==> src/rtl/uart_pkg.sv <==
// Shared constants and state encoding for the UART transmit path.
package uart_pkg;

  // System clock and line rate shared with the baud tick generator.
  localparam int unsigned CLK_FREQ  = 50_000_000;
  localparam int unsigned BAUD_RATE = 9600;

  // Default frame format: 8N1.
  localparam int unsigned DEF_DATA_BITS = 8;
  localparam int unsigned DEF_PARITY_EN = 0;
  localparam int unsigned DEF_STOP_BITS = 1;

  // Transmitter state; each state names the bit currently on the line.
  typedef logic [2:0] state_t;
  localparam state_t IDLE   = 3'd0;
  localparam state_t START  = 3'd1;
  localparam state_t DATA   = 3'd2;
  localparam state_t PARITY = 3'd3;
  localparam state_t STOP   = 3'd4;

endpackage

==> src/rtl/uart_tx.sv <==
// UART transmitter: one-entry holding buffer in front of a tick-paced frame serialiser.
module uart_tx
  import uart_pkg::*;
#(
  parameter int unsigned DATA_BITS  = DEF_DATA_BITS,
  parameter int unsigned PARITY_EN  = DEF_PARITY_EN,
  parameter int unsigned PARITY_ODD = 0,
  parameter int unsigned STOP_BITS  = DEF_STOP_BITS
) (
  input  logic                 clk,
  input  logic                 rst_n,
  input  logic                 baud_clk_en,
  input  logic [DATA_BITS-1:0] tx_data,
  input  logic                 tx_valid,
  output logic                 tx_ready,
  output logic                 tx,
  output logic                 tx_busy,
  output logic                 tx_done
);

  localparam logic [2:0] LAST_BIT  = 3'(DATA_BITS - 1);
  localparam logic       LAST_STOP = 1'(STOP_BITS - 1);
  localparam logic       ODD       = (PARITY_ODD != 0);

  state_t               state_q, state_d;
  logic                 tx_q, tx_d;
  logic                 busy_q, busy_d;
  logic                 done_q, done_d;
  logic                 ready_q, ready_d;
  logic                 buf_full_q, buf_full_d;
  logic [DATA_BITS-1:0] buf_q, buf_d;
  logic [DATA_BITS-1:0] shift_q, shift_d;
  logic                 parity_q, parity_d;
  logic [2:0]           bit_cnt_q, bit_cnt_d;
  logic                 stop_cnt_q, stop_cnt_d;
  logic                 accept;
  logic                 load;

  // Next-state logic: handshake into the buffer, frame sequencing on ticks.
  always_comb begin
    state_d    = state_q;
    tx_d       = tx_q;
    done_d     = 1'b0;
    buf_d      = buf_q;
    shift_d    = shift_q;
    parity_d   = parity_q;
    bit_cnt_d  = bit_cnt_q;
    stop_cnt_d = stop_cnt_q;
    load       = 1'b0;
    // ready_q mirrors !buf_full_q, so accept can never overlap a load.
    accept     = tx_valid && ready_q;

    if (baud_clk_en) begin
      case (state_q)
        IDLE: begin
          if (buf_full_q) begin
            load    = 1'b1;
            state_d = START;
            tx_d    = 1'b0;
          end
        end
        START: begin
          tx_d      = shift_q[0];
          bit_cnt_d = 3'd0;
          state_d   = DATA;
        end
        DATA: begin
          if (bit_cnt_q == LAST_BIT) begin
            if (PARITY_EN != 0) begin
              state_d = PARITY;
              tx_d    = parity_q;
            end else begin
              state_d    = STOP;
              tx_d       = 1'b1;
              stop_cnt_d = 1'b0;
            end
          end else begin
            shift_d   = shift_q >> 1;
            tx_d      = shift_q[1];
            bit_cnt_d = bit_cnt_q + 3'd1;
          end
        end
        PARITY: begin
          tx_d       = 1'b1;
          stop_cnt_d = 1'b0;
          state_d    = STOP;
        end
        STOP: begin
          if (stop_cnt_q == LAST_STOP) begin
            done_d = 1'b1;
            if (buf_full_q) begin
              // Next byte already waiting: start bit follows immediately.
              load    = 1'b1;
              state_d = START;
              tx_d    = 1'b0;
            end else begin
              state_d = IDLE;
              tx_d    = 1'b1;
            end
          end else begin
            stop_cnt_d = stop_cnt_q + 1'b1;
          end
        end
        default: begin
          state_d = IDLE;
          tx_d    = 1'b1;
        end
      endcase
    end

    if (load) begin
      shift_d  = buf_q;
      parity_d = (^buf_q) ^ ODD;
    end

    if (accept) begin
      buf_d = tx_data;
    end

    if (accept) begin
      buf_full_d = 1'b1;
    end else if (load) begin
      buf_full_d = 1'b0;
    end else begin
      buf_full_d = buf_full_q;
    end

    ready_d = ~buf_full_d;
    busy_d  = (state_d != IDLE);
  end

  // State and output registers; reset aborts any frame and drops the buffer.
  always_ff @(posedge clk or negedge rst_n) begin
    if (!rst_n) begin
      state_q    <= IDLE;
      tx_q       <= 1'b1;
      busy_q     <= 1'b0;
      done_q     <= 1'b0;
      ready_q    <= 1'b1;
      buf_full_q <= 1'b0;
      buf_q      <= '0;
      shift_q    <= '0;
      parity_q   <= 1'b0;
      bit_cnt_q  <= 3'd0;
      stop_cnt_q <= 1'b0;
    end else begin
      state_q    <= state_d;
      tx_q       <= tx_d;
      busy_q     <= busy_d;
      done_q     <= done_d;
      ready_q    <= ready_d;
      buf_full_q <= buf_full_d;
      buf_q      <= buf_d;
      shift_q    <= shift_d;
      parity_q   <= parity_d;
      bit_cnt_q  <= bit_cnt_d;
      stop_cnt_q <= stop_cnt_d;
    end
  end

  assign tx       = tx_q;
  assign tx_busy  = busy_q;
  assign tx_done  = done_q;
  assign tx_ready = ready_q;

endmodule

==> config.mk <==
export PLATFORM = sky130hd
export DESIGN_NAME = uart_tx
export DESIGN_NICKNAME = d
export VERILOG_FILES = /design/src/rtl/uart_pkg.sv /design/src/rtl/uart_tx.sv
export SDC_FILE = /design/constraint.sdc
export NUM_CORES = 1
export LEC_CHECK = 0
export CORE_MARGIN = 2
export CORE_UTILIZATION = 50
export CTS_CLUSTER_DIAMETER = 50
export DETAILED_ROUTE_END_ITERATION = 7
export GPL_TIMING_DRIVEN = 0
export PLACE_DENSITY = 0.85
export SETUP_SLACK_MARGIN = 0.02
export SYNTH_ARGS = -nofsm -noshare
export SYNTH_HDL_FRONTEND = slang
export SYNTH_SLANG_ARGS = --single-unit
==> constraint.sdc <==
create_clock -name clk -period 2.3 [get_ports clk]
set_input_delay 0.23 -clock clk [delete_from_list [all_inputs] [get_ports clk]]
set_output_delay 0.23 -clock clk [all_outputs]
set_load 0.01 [all_outputs]
# Yosys cells after proc, flatten, opt, wreduce, memory -nomap -nowiden
# Cells that the tools add are included.
[word_totals]
reg_bits = 28
inputBits = 12
out_inout_bits = 4
word_cells = 63
[op_classes]
n_addsub = 2
eq_ne = 10
muxes = 29
bitwise_logic = 1
reduce_logical = 11
[ops]
columns = ["op", "count"]
rows = [
  ["$mux W8", 4],
  ["$mux W1", 15],
  ["$mux W3", 5],
  ["$pmux W3 S5", 1],
  ["$reduce_and A3 Y1", 4],
  ["$ne A2 B2 Y1 const B", 5],
  ["$eq A3 B2 Y1 const B", 2],
  ["$eq A3 B3 Y1 const B", 2],
  ["$pmux W3 S2", 1],
  ["$reduce_bool A2 Y1", 3],
  ["$reduce_bool A3 Y1", 2],
  ["$pmux W1 S4", 1],
  ["$add A3 B1 Y3 const B", 1],
  ["$eq A3 B1 Y1 const B", 1],
  ["$logic_not A3 Y1", 1],
  ["$pmux W1 S3", 1],
  ["$pmux W1 S2", 1],
  ["$add A1 B1 Y1 const B", 1],
  ["$logic_and A1 B1 Y1", 1],
  ["$not A1 Y1", 1],
]

# Logic depth before layout (Yosys ltp)
# Gate-level depths: netlist of run 1.
[logic_depth]
depth_word = 7
depth_mapped = 6
mapped_depth_nobuf = 5

# Worst setup path before layout of run 1
# No wires, ideal clock.
[synth_path]
path_type = "flip-flop to flip-flop"
start = "register bit_cnt_q[0]"
end = "register shift_q[0]"
setup_ns = 0.125
t_arrival_ns = 1.580
required_time_ns = 2.175
path_slack_ns = 0.596
path_stages_with_launch = 7
n_path_buf = 1
synth_period_minus_slack_ns = 1.704
cell_sequence = "dfrtp_1 > ha_1 > ha_1 > nor3b_1 > o211a_1 > buf_4 > mux2_2"
[synth_via]
elab_chain_cells = 3
[synth_lines]
columns = ["element", "line", "rtl"]
rows = [
  ["from (decl)", "uart_tx.sv:34", "logic [2:0] bit_cnt_q, bit_cnt_d;"],
  ["from (signal assigned)", "uart_tx.sv:156", "bit_cnt_q <= bit_cnt_d;"],
  ["$eq A3 B3 Y1", "uart_tx.sv:68", "if (bit_cnt_q == LAST_BIT) begin"],
  ["$ne A2 B2 Y1 (no source line)", "n/a", ""],
  ["$reduce_and A3 Y1 (no source line)", "n/a", ""],
  ["to (signal assigned)", "uart_tx.sv:154", "shift_q <= shift_d;"],
  ["to (decl)", "uart_tx.sv:32", "logic [DATA_BITS-1:0] shift_q, shift_d;"],
]
# No other way between the ends.
# A chain may end at the register's enable or synchronous reset.

# Worst setup path in the final report of run 1
# Ends and elaborated chain as after synthesis.

==> out/metrics.csv, run 1 <==
metric,value,unit
detailed placement HPWL,1530,µm
Starting Density,52.2,%
sw frac,30.7,%
largest net degree at the start of global routing,28,
Syn Nets,105,
Initial DRC Count,12,
H-tree Lvls,1,
clock buffer depth,2,
GRT overflow,0,
layout cells sized above 1,33.9,%
critical path required time,2.53,ns
critical path launch point,bit_cnt_q[0],
drt pass-1 iters,4,
Ys Warns,0,
"Hold Vio Cnt, Final",0,
power per cell area,1280,nW/µm²
Final period util,80.9,%
leading area contributor after synthesis,dfrtp_1,
n_diodes,0,
first-pass GRT wire length,3400,µm
Hold Slack,0.189,ns
cts repair resizes,0,
dpl cell area,1460,µm²
Clock Latency Late Sink,0.33,ns
Die X,54.6,µm
final setup violation count,0,
initial antenna violation count,0,
Post-synth ARST share,100,%
# hold bufs at CTS,0,
Synth cell types,29,
Syn Inst Count,91,
Area Overhead vs Synth,16.0,%
busiest layer in global routing,met2,
HP Class,in -> reg,
cell family with most CP delay,adder cells,
crit-path max FO,8,
Final ANT Viol Nets,0,
CTS buffer count,3,
vias per inst,5.58,
RSZ-0062 raised after global routing,false,
Post-CTS Setup Inserts,0,
die area,2980,µm²
status,finished clean,
Seq cells post-synth,27,
vias,776,
Peak VDD IR,0.000801,V
FF/Latch Area,678,µm²
Clk pwr share,10.6,%
fin area,1490,µm²
Crit path largest cell delay,0.41,ns
"Seq/Total Area, Yosys",52.9,%
combinational share of power,44.0,%
Post-synth top flop,dfrtp_1,
sw power,584,µW
Flop pwr share,45.4,%
Rel. slew slack,23.0,%
Hold Path Origin,baud_clk_en,
crit path kind,reg -> reg,
Max Fclk,537,MHz
CP Launch Type,flip-flop,
Crit. End Element,flip-flop,
# IOs,16,
Max-Cap Viols,0,
crit path cell chain,"ha_1, ha_1, nor3b_1, o211a_1, buf_4, mux2_2",
Tmin final,1.86,ns
area of the multi-input gates,557,µm²
Bufs and invs on worst path,1,
Final Slew Violations,0,
Nets,124,
final WL,2090,µm
Least-Margin Pin Slew,1.15,ns
CP Data Arrival Time,2.09,ns
GR Layer Usage met2,27.4,%
Synth area leaders,"dfrtp_1, mux2_4, mux2_2, dfstp_2, nand4bb_4",
Lkg Pwr,0.000688,µW
Netlist Area Pre-Place,1280,µm²
Clock Root Buffer,clkbuf_4,
setup TNS,0,ns
core box area,2450,µm²
Layout Skew,0.00321,ns
synthesized area per cell,14.1,µm²
row cnt,18,
RD Place Congestion,0.735,
DR WL/cell,15.1,µm
CTS tree,yes,
Die H,54.6,µm
reg2reg start,bit_cnt_q[0],
Pint,1320,µW
clock sinks,27,
GRT Overall Usage,16.5,%
Worst path slowest cell,dfrtp_1,
met1 GRT Util,19.5,%
Fill cells,200,
Post-synth EDFFs,0,
M3 GR Usage,3.55,%
register clock-pin slew on the reported worst setup and hold paths,0.13,ns
Synth top area share,48.8,%
port buffer count,14,
"most used cell, CP",ha_1,
DRC,0,
vias in the first global route,764,
final cells by class:
cell class	count	area share, %
clock buffer	3	1.52
sequential	27	45.6
timing repair buffer	14	9.43
inverter	3	0.758
multi-input combinational	57	37.5
buffer	4	2.36
clock inverter	1	0.337
tap	30	2.53
power by group through the flow:
stage	Clock [µW]	Combinational, µW	Sequential [µW]
finish	202	836	862
detailed placement	0	847	875
global route	228	915	892
floorplan	0	658	839
CTS	208	852	864
global placement	0	802	857
layer usage:
| metal | routed length, µm | up-vias |
|---|---|---|
| li1 | - | 365 |
| met3 | 78 | 5 |
| met1 | 948 | 386 |
| met5 | 0 | - |
| met4 | 42 | 0 |
| met2 | 1020 | 20 |
flip-flops by register name, summed over array words and instances, names as in the netlist:
register    flops
bit_cnt_q       3
buf_full_q      1
buf_q           8
shift_q         8
state_q         3
tx              1
tx_busy         1
tx_done         1
tx_ready        1
logic make-up after synthesis:
family,Yosys count,share of synthesized area (%)
AO/OA/AOI/OAI,14,8.01
adder cells (fa/ha/maj),2,1.95
buffers and inverters,7,3.61
flip-flops,27,52.9
multiplexers,23,23.7
AND/OR/NAND/NOR,18,9.77
through the flow:
step | setup WS, ns | util [%] | total power [µW] | cells
finish | 0.439 | 60.6 | 1900 | 139
global placement | 0.509 | 59.4 | 1660 | 135
CTS | 0.416 | 60.6 | 1920 | 139
detailed placement | 0.442 | 59.4 | 1720 | 135
floorplan | 0.596 | - | 1500 | 91
global route | 0.340 | 60.6 | 2040 | 139
layout by cell type (no fill, tap or decap), drive strengths merged, types with 3 or more instances in the layout:
cell type	count
clkdlybuf4s50	14
nor2	3
o21ai	4
buf	4
mux2	23
nand2	3
dfrtp	25
inv	3
clkbuf	3
synth_stat cells, types with 2 or more instances:
master and number:
o21ai_0 4, dfstp_2 2, buf_6 2, dfrtp_1 25, nand2b_1 2, nand2_1 3, inv_1 3, nor2b_1 2
o31ai_1 2, ha_1 2, a22o_1 2, nor2_1 3, mux2_2 11, nor3b_1 2, mux2_4 12
worst paths after layout:
check | end | slack (ns) | depth (start not counted)
setup / recovery | shift_q[0] | 0.44 | 6
hold / removal | tx | 0.19 | 2
setup reg to reg | shift_q[0] | 0.44 | 6
hold reg to reg | buf_q[7] | 0.52 | 1
max in group asynchronous | buf_q[0] | 1.12 | 1
min in group asynchronous | tx_done | 0.50 | 1
Note: power is estimated with default switching activity, not from simulation.
==> inputs of run 2 (changes only) <==
--- a/config.mk
+++ b/config.mk
@@ -6,7 +6,7 @@
 export NUM_CORES = 1
 export LEC_CHECK = 0
 export CORE_MARGIN = 2
-export CORE_UTILIZATION = 50
+export CORE_UTILIZATION = 48
 export CTS_CLUSTER_DIAMETER = 50
 export DETAILED_ROUTE_END_ITERATION = 7
 export GPL_TIMING_DRIVEN = 0
==> constraint.sdc (replaced) <==
create_clock -name clk -period 1.65 [get_ports clk]
set_input_delay 0.165 -clock clk [delete_from_list [all_inputs] [get_ports clk]]
set_output_delay 0.165 -clock clk [all_outputs]
set_load 0.01 [all_outputs]
==> run 2 against run 1 <==
Utilization grew 1.8 points. Sequential share of layout area down 2.1 points. Largest power group is now combinational logic. Critical path depth unchanged. Count of clock-buffer cells in the layout up 1. Critical path type unchanged. Non-clock buffer count increased by 2. The run now ends with setup timing left. Register-to-register slack worse by 0.54 ns. Clock skew is 0.0068 ns higher.
==> out/metrics.csv, run 2 (synthesized netlist as in run 1, its figures left out) <==
metric,value,unit,change
Worst path slowest cell,dfrtp_1,,
final WL,2280,µm,+9.0%
status,"complete, but fails checks",,
largest net degree at the start of global routing,28,,unchanged
CP Launch Type,flip-flop,,
detailed placement HPWL,1550,µm,+1.4%
row cnt,18,,unchanged
Final WS setup,-0.0977,ns,-0.537 ns
Rel. slew slack,20.8,%,-2.3 points
first-pass GRT wire length,4000,µm,+18%
Nets,126,,+1.6%
clock buffer depth,2,,unchanged
crit path kind,reg -> reg,,
GRT Overall Usage,16.9,%,+0.40 points
fin area,1560,µm²,+4.8%
drt pass-1 iters,4,,unchanged
crit-path max FO,8,,unchanged
Final ANT Viol Nets,0,,unchanged
CTS buffer count,3,,unchanged
Layout Skew,0.00999,ns,+0.00678 ns
Clock Root Buffer,clkbuf_4,,
power per cell area,1790,nW/µm²,+40%
Tmin final,1.75,ns,-0.113 ns
CTS tree,yes,,
die area,3100,µm²,+3.9%
"Hold Vio Cnt, Final",0,,unchanged
Bufs and invs on worst path,1,,unchanged
cell count after placement,135,,unchanged
Max Fclk,572,MHz,+6.5%
Max-Cap Viols,0,,unchanged
Final Slew Violations,0,,unchanged
Area Overhead vs Synth,21.6,%,
GRT overflow,0,,unchanged
critical path required time,1.87,ns,-0.66 ns
CP Data Arrival Time,1.97,ns,-0.12 ns
cell family with most CP delay,flip-flops,,
clock sinks,27,,unchanged
final setup violation count,7,,+7
Peak VDD IR,0.000906,V,+13%
"most common cell after layout, fill and taps aside",dfrtp_1,,
H-tree Lvls,1,,unchanged
# IOs,16,,unchanged
crit path cell chain,"ha_4, ha_4, nor3b_2, o211a_1, buf_6, mux2_4",,
core box area,2500,µm²,+1.8%
layout cells sized above 1,38.7,%,+4.8 points
initial antenna violation count,0,,unchanged
"Core Util, Final",62.3,%,+1.8 points
Initial DRC Count,9,,-3
Crit path largest cell delay,0.44,ns,+0.03 ns
vias per inst,5.61,,+0.49%
biggest regs,"buf_q (8), shift_q (8)",,
Final Non-Filler Cells,141,,+1.4%
RSZ-0062 raised after global routing,true,,
Lkg Pwr,0.000714,µW,+3.7%
violated checks,setup timing,,
vias in the first global route,852,,+12%
Crit. End Element,flip-flop,,
# hold bufs at CTS,0,,unchanged
port buffer count,14,,unchanged
Least-Margin Pin Slew,1.18,ns,+0.0337 ns
Clock Latency Late Sink,0.33,ns,about the same
vias,791,,+1.9%
Die H,55.7,µm,+1.9%
Final period util,106,%,+25 points
"most used cell, CP",ha_4,,
Die X,55.7,µm,+1.9%
dpl ws,-0.142,ns,-0.585 ns
Starting Density,51.3,%,-0.94 points
DRC,0,,unchanged
n_diodes,0,,unchanged
"commonest cells after routing, fill and taps aside","dfrtp_1, mux2_4, clkdlybuf4s50_1",,
DR WL/cell,16.2,µm,+7.4%
HP Class,in -> reg,,
dpl cell area,1470,µm²,+0.94%
Hold Slack,0.136,ns,-0.0528 ns
RD Place Congestion,0.822,,+12%
register clock-pin slew on the reported worst setup and hold paths,0.14,ns,about the same
## run 2: report_power, final
group / total (µW) / internal, µW / switching (µW)
combinational: 1290 / 819 / 466
sequential: 1220 / 989 / 230
clock: 283 / 94.8 / 189
total: 2790 / 1900 / 885
## run 2: final timing paths
path / from / slack (ns) / depth (start not counted) / end
min reg2reg: buf_q[4] / 0.52 / 1 / buf_q[4]
max in group asynchronous: rst_n / 0.50 / 1 / shift_q[3]
max: bit_cnt_q[0] / -0.1 / 6 / shift_q[2]
min in group asynchronous: rst_n / 0.45 / 1 / bit_cnt_q[1]
max reg2reg: bit_cnt_q[0] / -0.1 / 6 / shift_q[2]
min: baud_clk_en / 0.14 / 2 / tx
## run 2: cell type report
cell class | count | area (µm²)
tap | 30 | 37.5
inverter | 3 | 11.3
clock buffer | 4 | 26.3
sequential | 27 | 678
fill | 190 | 942
timing repair buffer | 16 | 158
buffer | 4 | 38.8
multi-input combinational | 57 | 608
## run 2: metrics by stage
| stage | TNS [ns] | power [µW] |
|---|---|---|
| finish | -0.644 | 2790 |
| CTS | -0.475 | 2740 |
| floorplan | 0 | 2100 |
| detailed placement | -0.695 | 2410 |
| global placement | -0.0315 | 2330 |
| global route | -0.897 | 2990 |
## run 2: per-layer routing
layer	GRT usage [%]	wire, µm
met2	27.4	1110
met4	12.5	85
met1	20.1	1010
met3	2.79	71
met5	0	0
## run 2: timing repair
action	4_1_cts	5_1_grt
resized for setup	2	7
pin swaps	2	0
setup buffers	2	0
endpoints found under the setup margin	7	13
